===== config.mk =====
export PLATFORM = sky130hd
export DESIGN_NAME = dp_vec_loader
export DESIGN_NICKNAME = d
export VERILOG_FILES = /design/src/rtl/dp_vec_loader.sv
export SDC_FILE = /design/constraint.sdc
export NUM_CORES = 1
export LEC_CHECK = 0
export BUFFER_PORTS_ARGS = -buffer_cell sky130_fd_sc_hd__buf_4
export CELL_PAD_IN_SITES_DETAIL_PLACEMENT = 1
export CELL_PAD_IN_SITES_GLOBAL_PLACEMENT = 1
export CORE_MARGIN = 1
export CORE_UTILIZATION = 48
export DETAILED_ROUTE_END_ITERATION = 12
export PLACE_DENSITY = 0.71
export SLEW_MARGIN = 40
export SYNTH_ARGS = -nofsm -noshare
export SYNTH_HDL_FRONTEND = slang
export SYNTH_SLANG_ARGS = --single-unit

===== constraint.sdc =====
create_clock -name clk -period 2.2 [get_ports clk]
set_clock_uncertainty 0.1 [all_clocks]
set_input_delay 0.44 -clock clk [delete_from_list [all_inputs] [get_ports clk]]
set_output_delay 0.44 -clock clk [all_outputs]
set_load 0.005 [all_outputs]

===== src/rtl/dp_vec_loader.sv =====
// N-channel vector loader: streams element tuples into NUM_CH lockstep banks behind a shared 1-cycle read port.
// Define DP_LOADER_ZERO_PAD_EN to zero-fill the unused tail of every bank after a short load.
module dp_vec_loader #(
  parameter int DATA_WIDTH = 8,
  parameter int NUM_CH     = 2,
  parameter int DEPTH      = 32,
  parameter int ADDR_WIDTH = 5
) (
  input  logic                         clk,
  input  logic                         rst_n,
  input  logic                         start,
  input  logic [ADDR_WIDTH:0]          len,
  input  logic                         abort,
  input  logic                         in_valid,
  output logic                         in_ready,
  input  logic [NUM_CH*DATA_WIDTH-1:0] in_data,
  output logic                         busy,
  output logic                         done,
  output logic [ADDR_WIDTH:0]          count,
  input  logic                         rd_en,
  input  logic [ADDR_WIDTH-1:0]        rd_addr,
  output logic [NUM_CH*DATA_WIDTH-1:0] rd_data,
  output logic                         rd_valid
);

  localparam logic [ADDR_WIDTH:0]   DEPTH_CNT = (ADDR_WIDTH+1)'(DEPTH);
  localparam logic [ADDR_WIDTH-1:0] LAST_ADDR = ADDR_WIDTH'(DEPTH - 1);

`ifdef DP_LOADER_ZERO_PAD_EN
  typedef enum logic [1:0] {IDLE, LOAD, ZERO} state_t;
`else
  typedef enum logic [1:0] {IDLE, LOAD} state_t;
`endif

  state_t                  state;
  logic [ADDR_WIDTH-1:0]   wr_ptr;
  logic [ADDR_WIDTH:0]     target;
  logic [DATA_WIDTH-1:0]   bank [NUM_CH][DEPTH];
  logic                    handshake;
  logic                    last_elem;
  logic                    wr_zero;
  logic                    wr_en;

  // abort must suppress the handshake in the same cycle it is raised
  assign in_ready  = (state == LOAD) && !abort;
  assign handshake = in_valid && in_ready;
  assign last_elem = ({1'b0, wr_ptr} == (target - 1'b1));

`ifdef DP_LOADER_ZERO_PAD_EN
  assign wr_zero = (state == ZERO) && !abort;
`else
  assign wr_zero = 1'b0;
`endif

  assign wr_en = rst_n && (handshake || wr_zero);

  always_ff @(posedge clk) begin
    if (!rst_n) begin
      state  <= IDLE;
      busy   <= 1'b0;
      done   <= 1'b0;
      count  <= '0;
      wr_ptr <= '0;
      target <= '0;
    end else begin
      done <= 1'b0;
      case (state)
        IDLE: begin
          if (start && !abort) begin
            wr_ptr <= '0;
            count  <= '0;
            if (len == '0) begin
              target <= '0;
              done   <= 1'b1;
            end else begin
              target <= (len > DEPTH_CNT) ? DEPTH_CNT : len;
              state  <= LOAD;
              busy   <= 1'b1;
            end
          end
        end
        LOAD: begin
          if (abort) begin
            state <= IDLE;
            busy  <= 1'b0;
          end else if (in_valid) begin
            wr_ptr <= wr_ptr + 1'b1;
            count  <= count + 1'b1;
            if (last_elem) begin
`ifdef DP_LOADER_ZERO_PAD_EN
              if (target < DEPTH_CNT) begin
                state <= ZERO;
              end else begin
                state <= IDLE;
                busy  <= 1'b0;
                done  <= 1'b1;
              end
`else
              state <= IDLE;
              busy  <= 1'b0;
              done  <= 1'b1;
`endif
            end
          end
        end
`ifdef DP_LOADER_ZERO_PAD_EN
        // count keeps reporting target while the tail is cleared
        ZERO: begin
          if (abort) begin
            state <= IDLE;
            busy  <= 1'b0;
          end else begin
            wr_ptr <= wr_ptr + 1'b1;
            if (wr_ptr == LAST_ADDR) begin
              state <= IDLE;
              busy  <= 1'b0;
              done  <= 1'b1;
            end
          end
        end
`endif
        default: begin
          state <= IDLE;
          busy  <= 1'b0;
        end
      endcase
    end
  end

  // bank storage is deliberately not reset
  always_ff @(posedge clk) begin
    if (wr_en) begin
      for (int c = 0; c < NUM_CH; c++) begin
        bank[c][wr_ptr] <= wr_zero ? '0 : in_data[c*DATA_WIDTH +: DATA_WIDTH];
      end
    end
  end

  // reads sample the pre-write contents, so a same-edge collision returns old data
  always_ff @(posedge clk) begin
    if (!rst_n) begin
      rd_valid <= 1'b0;
      rd_data  <= '0;
    end else begin
      rd_valid <= rd_en;
      if (rd_en) begin
        for (int c = 0; c < NUM_CH; c++) begin
          rd_data[c*DATA_WIDTH +: DATA_WIDTH] <=
            ({1'b0, rd_addr} < DEPTH_CNT) ? bank[c][rd_addr] : '0;
        end
      end
    end
  end

endmodule


# Word level (Yosys, flattened, before mapping)
# Memories as Yosys holds them, arrays and structs flattened.
# Cells that the tools add are included.
[classes]
add_sub_neg = 3
multipliers = 0
n_div = 0
order_cmp = 4
n_eq_ne = 8
n_shift = 0
muxes = 38
bitwise_logic = 2
reduce_logical = 12
[op_table]
columns = ["operator", "count"]
rows = [
  ["$mux W256", 1],
  ["$bmux W8 S5", 2],
  ["$demux W8 S5", 1],
  ["$mux W8", 5],
  ["$mux W6", 5],
  ["$mux W5", 3],
  ["$ge A6 B6 Y1 const B", 2],
  ["$not A5 Y6", 2],
  ["$pmux W6 S2", 1],
  ["$mux W1", 11],
  ["$mux W2", 5],
  ["$pmux W5 S2", 1],
  ["$ne A2 B2 Y1 const B", 4],
  ["$reduce_and A4 Y1", 2],
  ["$add A6 B1 Y6 const B", 1],
  ["$eq A5 B6 Y1", 1],
  ["$gt A6 B6 Y1 const B", 1],
  ["$logic_not A6 Y1", 1],
  ["$lt A6 B1 Y1 const B", 1],
  ["$ne A3 B3 Y1 const B", 2],
  ["$sub A6 B1 Y6 const B", 1],
  ["$add A5 B1 Y5 const B", 1],
  ["$logic_and A1 B1 Y1", 5],
  ["$pmux W1 S2", 2],
  ["other kinds (6)", 6],
]
[totals]
register_bits = 38
latchBits = 0
mem_bits_rw = 512
romBits = 0
input_bits = 33
output_inout_bits = 26
memories = 1
[memory_table]
columns = ["name", "depth", "word_bits", "rd", "rd_ports_with_merged_regs", "write_ports", "line", "source"]
rows = [
  ["bank", 2, 256, 2, 0, 2, "38", "logic [DATA_WIDTH-1:0] bank [NUM_CH][DEPTH];"],
]

# Longest topological paths before layout
# Gate-level depths: netlist of run 1.
[depth]
word_depth = 6
depth_mapped = 8
ltp_nobuf = 7

# Worst setup path before layout of run 1
# OpenSTA, ideal clock, no wires.
[synth_path]
path_type = "in2reg"
from = "input port abort"
to = "memory bank[0][0] (netlist name) (enable)"
setup_time_ps = 388
arrival_time_ps = 1865
path_slack_ps = -154
stages = 4
cell_sequence = "and3b_1 -> clkbuf_1 -> nand3_1 -> nor2_1"
[synth_rtl]
columns = ["element", "line", "source"]
rows = [
  ["start, declared", "13", "input logic abort,"],
  ["end, declared", "38", ""],
]

# Worst setup path in the final report of run 1
[layout_path]
from = "register target[0]"
to = "register state[0]"
[layout_between]
elab_chain_cells = 4
[layout_rtl]
columns = ["element", "line", "source"]
rows = [
  ["start, declared", "37", "logic [ADDR_WIDTH:0] target;"],
  ["start signal, assigned", "76", "target <= (len > DEPTH_CNT) ? DEPTH_CNT : len;"],
  ["$sub A6 B1 Y6", "47", "assign last_elem = ({1'b0, wr_ptr} == (target - 1'b1));"],
  ["$eq A5 B6 Y1", "47", ""],
  ["$ne A3 B3 Y1 (no source line)", "n/a", ""],
  ["$reduce_and A4 Y1 (no source line)", "n/a", ""],
  ["end signal, assigned", "59", "state <= IDLE;"],
  ["end signal, assigned", "77", "state <= LOAD;"],
  ["end signal, assigned", "84", "state <= IDLE;"],
  ["end, declared", "35", "state_t state;"],
]
# Every way passes these cells.
# A chain may end at the register's enable or synchronous reset.

==> summary.md, run 1 <==
| Metric | Value |
|---|---|
| Status | finished, final reports clean |
| Critical-path top delay cell | nor4_1 |
| Die width | 213.8 µm |
| Synth warn | 0 |
| Sequential share of the synthesized area | 74.77% |
| Setup slack after layout | 0.1565 ns |
| DIE AREA | 45700 µm² |
| Design Area, Final | 26060 µm² |
| Cts repair resizes | 0 |
| Ys async rst share | 0% |
| Power, Total | 22.24 mW |
| Mean area per synthesized cell | 17.06 µm² |
| Crit start category | flop |
| Dominant synthesized flop cell | edfxtp_1 |
| Type of the worst setup path | flop to flop |
| Wire length per cell | 28.55 µm |
| DP HPWL | 36660 µm |
| Routability cong. | 0.7801 |
| CTS tree | done |
| RSZ-0062 raised after global routing | no |
| Via count | 12470 |
| Pre-Repair DR Iteration Count | 5 |
| Share of layout cells above drive strength 1 | 21.43% |
| I/O Pins | 59 |
| TritonCTS Sinks | 548 |
| Detailed-route DRC error count | 0 |
| Cell area after synthesis | 21530 µm² |
| Gr usage total | 26.92% |
| Post-synth EDFFs | 512 |
| Synthesized Nets | 1301 |
| I/O Buffers | 58 |
| FILL cells | 3971 |
| CP top delay family | simple AND/OR/NAND/NOR gates |
| Antenna-violating nets left | 0 |
| Routed vias/inst | 5.926 |
| Synth Instances | 1262 |
| Vias in the first global route | 13170 |
| Worst EP arrival | 2.43 ns |
| Final Critical Period | 2.043 ns |
| Area Growth Syn to Fin | 21.05% |
| Diodes inserted | 0 |
| Initial Util | 48.68% |
| Root Driver | clkbuf_16 |
| Reg clk slew, reported paths | 0.06 ns |
| Initial drt markers | 1056 |
| Final setup violation count | 0 |
| Initial antenna violation count | 3 |
| Worst Path Required | 2.59 ns |
| CP Capture Type | flop |
| Max_slew headroom | 54.87% |
| Hold crit path type | input pin to flop |
| Row count | 77 |
| Grt total ovfl | 0 |
| Final Hold Vio Count | 0 |
| Global-route wire length before repair | 87140 µm |
| Final Net Count | 1505 |
| Most frequent cells in the layout | edfxtp_1 (512), mux2i_1 (256), buf_4 (164), a22oi_1 (130), a21oi_1 (80) |
| Placed cell area | 24220 µm² |
| Ratio of final minimum period to clock period | 92.89% |
| Static leakage | 9.344 nW |
| Max-cap violations | 0 |
| Num CTS Buffers | 55 |
| Worst-Margin Slew | 0.6755 ns |
| Die Y | 213.8 µm |
| Worst-path cell chain | inv_1, ha_1, nor3b_1, xnor2_1, nor4_1, a21boi_0, o21a_1 |
| Maximum clock frequency | 489.4 MHz |
| Clock Latency Late Sink | 0.60 ns |
| Buf+Inv Stages, Crit Path | 1 |
| Worst VDD drop | 566.9 µV |
| Largest net degree at the start of global routing | 34 |
| Post-synthesis register bit count | 548 |
| Setup Slack @ Placement | -0.3792 ns |
| Crit Path Max Fanout | 4 |
| Synth unique cells | 36 |
| CORE AREA | 44220 µm² |
| Setup bufs post-CTS | 0 |
| Cts hold-fix bufs | 0 |
| Slowest Stage Delay on Critical Path | 0.47 ns |
| Slew Viols, Final | 0 |
| Htree depth | 2 |
| WL final | 60080 µm |
| Most common cell after layout, fill and taps aside | edfxtp_1 |
| Power Density | 853.4 nW/µm² |
| Clk buf depth | 3 |
power breakdown:
group / switching (mW) / internal (mW) / leakage (nW)
logic: 0.746 / 0.526 / 3.53
registers: 0.0432 / 11.4 / 4.90
clock network: 3.95 / 5.56 / 0.918
total: 4.74 / 17.5 / 9.34
registers in the layout, indices dropped and copies added, names as in the netlist:
register / cells
state: 1
target: 6
wr_ptr: 5
rd_data: 16
rd_valid: 1
done: 1
count: 6
bank: 512
worst min-delay path: stages:
cell and delay (ns):
buf_4 0.11, nand3b_1 0.07, a21boi_0 0.07
synthesized netlist by cell type, types with 2 or more instances:
cell,n,area (µm²)
buf_1,12,45.04
or3_1,2,12.51
a21oi_1,80,400.4
mux2i_1,256,2562
and2_1,3,18.77
a21boi_0,9,67.56
or4_1,17,127.6
nor2b_1,5,31.28
nand2b_1,2,12.51
ha_1,6,75.07
buf_6,7,78.83
nor3_1,2,10.01
xor2_1,10,87.58
nand4_1,4,25.02
nor3b_1,2,15.01
nand2_1,18,67.56
buf_4,15,112.6
nand3b_1,9,67.56
dfxtp_1,36,720.7
buf_8,5,75.07
nand3_1,7,35.03
a22oi_1,130,975.9
inv_1,4,15.01
xnor2_1,6,52.55
nor2_1,43,161.4
clkbuf_1,33,123.9
o21ai_0,17,85.08
or3b_2,3,26.28
edfxtp_1,512,15370
per-stage QoR:
step                TNS (ns)  std cells  util [%]  hold WS (ns)
finish                     0       2104     58.92       0.04654
global route               0       2104     58.92       0.05422
floorplan             -77.91       1262         -        0.3501
global placement      -1.991       2001     54.76        0.3702
CTS                        0       2104     58.92       0.02545
detailed placement    -2.962       2001     54.76        0.3996
per-layer routing:
layer	routed length [µm]	vias to the layer above	share of wire [%]	global-route usage, %
met5	14	-	0.023	0
met4	1991	2	3.3	10.05
met3	3431	95	5.7	3.940
met2	30140	402	50	46.25
met1	24490	6547	41	34.69
li1	-	5422	-	-
area by class of cell:
type | instances | area [µm²] | share of cell area (%)
sequential | 548 | 16100 | 61.77
tap | 592 | 740.7 | 2.843
clock inverter | 32 | 287.8 | 1.104
clock buffer | 71 | 1551 | 5.954
multi-input combinational | 636 | 4999 | 19.18
inverter | 4 | 15.01 | 0.05762
timing repair buffer | 221 | 2367 | 9.085
path summary, 6_finish.rpt:
path             start         to  slack [ns]  depth (start not counted)
max          target[0]   state[0]        0.16                          7
min             len[0]  target[0]        0.05                          3
max reg2reg  target[0]   state[0]        0.16                          7
min reg2reg  target[1]  target[1]        0.39                          2
kinds of logic (layout without fill, tap and decap cells):
group / after synthesis / in the layout / share of synthesized area, %
buf+inv: 78 / 328 / 2.220
xor+xnor: 16 / 16 / 0.6510
flops: 548 / 548 / 74.77
mux: 256 / 256 / 11.90
fa+ha+maj: 6 / 6 / 0.3487
simple gates: 121 / 121 / 2.964
compound gates: 237 / 237 / 7.138
(Power assumes the default switching activity.)
==> run 2: changes to the inputs <==
--- a/config.mk
+++ b/config.mk
@@ -9,9 +9,9 @@
 export CELL_PAD_IN_SITES_DETAIL_PLACEMENT = 1
 export CELL_PAD_IN_SITES_GLOBAL_PLACEMENT = 1
 export CORE_MARGIN = 1
-export CORE_UTILIZATION = 48
+export CORE_UTILIZATION = 54
 export DETAILED_ROUTE_END_ITERATION = 12
-export PLACE_DENSITY = 0.71
+export PLACE_DENSITY = 0.76
 export SLEW_MARGIN = 40
 export SYNTH_ARGS = -nofsm -noshare
 export SYNTH_HDL_FRONTEND = slang
==> constraint.sdc (replaced) <==
create_clock -name clk -period 2 [get_ports clk]
set_clock_uncertainty 0.1 [all_clocks]
set_input_delay 0.4 -clock clk [delete_from_list [all_inputs] [get_ports clk]]
set_output_delay 0.4 -clock clk [all_outputs]
set_load 0.005 [all_outputs]
==> summary.md, run 2 (synthesis gave the netlist of run 1 again) <==
| Metric | Value |
|---|---|
| Slew Viols, Final | 0 |
| Row count | 72 |
| Grt total ovfl | 0 |
| DIE AREA | 40660 µm² |
| Status | finished, final reports clean |
| Routed vias/inst | 6.298 |
| Largest net degree at the start of global routing | 40 |
| Wire length per cell | 31.03 µm |
| Power Density | 918.1 nW/µm² |
| Layout Cells excl Fill | 2023 |
| Most frequent cells in the layout | edfxtp_1 (512), mux2i_1 (256), buf_4 (146), a22oi_1 (130), a21oi_1 (80) |
| FF-to-FF setup slack | 0.007 ns |
| Static leakage | 9.309 nW |
| Buf+Inv Stages, Crit Path | 1 |
| Max-cap violations | 0 |
| Critical-path top delay cell | dfxtp_1 |
| Cell Int Power | 18.90 mW |
| Worst Path Required | 2.18 ns |
| Crit Path Max Fanout | 16 |
| Type of the worst setup path | flop to flop |
| CORE AREA | 39010 µm² |
| Gr usage total | 30.80% |
| Maximum clock frequency | 501.8 MHz |
| Final Hold Vio Count | 0 |
| CP Depth | 3 |
| Die Y | 201.7 µm |
| Worst-Margin Slew | 0.5085 ns |
| Biggest register | bank |
| Initial Util | 55.18% |
| Area Growth Syn to Fin | 21.85% |
| FF-to-FF path depth | 3 |
| End of the critical path | bank[0][270] |
| FILL cells | 3296 |
| Share of layout cells above drive strength 1 | 22.61% |
| Most common cell after layout, fill and taps aside | edfxtp_1 |
| I/O Buffers | 58 |
| Crit start category | flop |
| Part of the power in the clock network | 41.7% |
| Worst hold slack | 0.06781 ns |
| Final Critical Period | 1.993 ns |
| Final Net Count | 1499 |
| Sequential power share | 52.3% |
| CP Launch Point | wr_ptr[4] |
| Vias in the first global route | 13620 |
| Root Driver | clkbuf_16 |
| Top flop regs | bank (512), rd_data (16) |
| CP Capture Type | flop |
| Pre-Repair DR Iteration Count | 5 |
| Worst-path cell chain | nand3_1, nor2_4, buf_12 |
| I/O Pins | 59 |
| CP top delay family | simple AND/OR/NAND/NOR gates |
| Core Util, Final | 67.24% |
| R2R Path Start | wr_ptr[4] |
| Antenna-violating nets left | 0 |
| Hold crit path type | input pin to flop |
| Via count | 12740 |
| Global-route wire length before repair | 89900 µm |
| Comb pwr share | 6.0% |
| Max_slew headroom | 66.10% |
| Die width | 201.7 µm |
| Routability cong. | 0.7903 |
| Worst EP arrival | 2.17 ns |
| Reg2reg end | bank[0][270] |
| Clock Latency Late Sink | 0.61 ns |
| WL final | 62770 µm |
| TritonCTS Sinks | 548 |
| Htree depth | 2 |
| Power, Total | 24.08 mW |
| Reg clk slew, reported paths | 0.06 ns |
| Clk buf depth | 3 |
| Ratio of final minimum period to clock period | 99.63% |
| Placed Cells incl. Taps | 1917 |
| Initial drt markers | 1254 |
| Sw Pwr | 5.179 mW |
| Num CTS Buffers | 53 |
| Detailed-route DRC error count | 0 |
| Sw frac | 21.51% |
| Slowest Stage Delay on Critical Path | 0.64 ns |
| Worst VDD drop | 790.4 µV |
| Final setup violation count | 0 |
| DP HPWL | 37500 µm |
| Initial antenna violation count | 4 |
| CTS tree | done |
| Max reg flops | 512 |
==> run 2: cell types whose count changed in the layout (fill, tap and decap cells not counted), sizes merged <==
cell / change
buf: -9
clkinv: -5
dlygate4sd3: +5
bufinv: -2
clkbuf: +2
clkinvlp: +2
diode: +1
inv: -1
==> run 2: metrics by stage <==
stage / cell area [µm²] / worst slack [ns] / TNS [ns]
2_1_floorplan: 21790 / -0.004629 / -1.778
3_3_place_gp: 24410 / -0.3992 / -9.368
3_5_place_dp: 24410 / -0.4945 / -22.53
4_1_cts: 26210 / 0.03673 / 0
5_1_grt: 26230 / -0.04428 / -1.548
6_report: 26230 / 0.007356 / 0
==> run 2: power by group through the flow <==
stage / Sequential, mW / Clock [mW] / Combinational (mW)
floorplan: 12.8 / 0 / 0.639
CTS: 12.6 / 10.0 / 1.43
finish: 12.6 / 10.0 / 1.45
global route: 12.6 / 10.4 / 1.51
global placement: 12.8 / 0 / 1.33
detailed placement: 12.8 / 0 / 1.40
==> run 2: metal layers <==
layer | vias to the layer above | track usage, % | routed length, µm
li1 | 5403 | - | -
met2 | 534 | 53.62 | 31900
met3 | 145 | 4.843 | 4009
met5 | - | 0 | 49
met1 | 6651 | 38.36 | 24160
met4 | 8 | 12.88 | 2650
==> run 2: cell type report <==
type                    instances  area [µm²]  area share (%)
flip-flops and latches        548       16100           61.37
multi-input cells             636        5256           20.04
repair buffers                217        2462           9.388
clock buffers                  73        1544           5.887
well taps                     518       648.1           2.471
clock inverters                26       203.9          0.7776
inverters                       4       15.01         0.05724
diodes                          1       2.502        0.009541
==> run 2: repair_timing <==
item                                    CTS  global route
hold buffers                              5             0
endpoints found under the hold margin     5             0
setup buffers                             0             1
gates resized for setup                   0             4
endpoints found under the setup margin    0           165
==> run 2: worst min-delay path, cell delays in order <==
cell and delay (ns):
buf_4 0.11, nand3b_1 0.09, a21boi_0 0.10
==> run 2: how the worst min path moves through the flow <==
| stage | start | to | slack, ns | depth (start not counted) |
|---|---|---|---|---|
| after global routing | len[3] | target[3] | 0.06 | 3 |
| after detailed placement | target[5] | target[5] | 0.39 | 2 |
| final | len[3] | target[3] | 0.07 | 3 |
| after CTS | abort | done | 0.06 | 4 |
| after floorplan | target[1] | target[1] | 0.35 | 2 |
| after global placement | target[1] | target[1] | 0.37 | 2 |
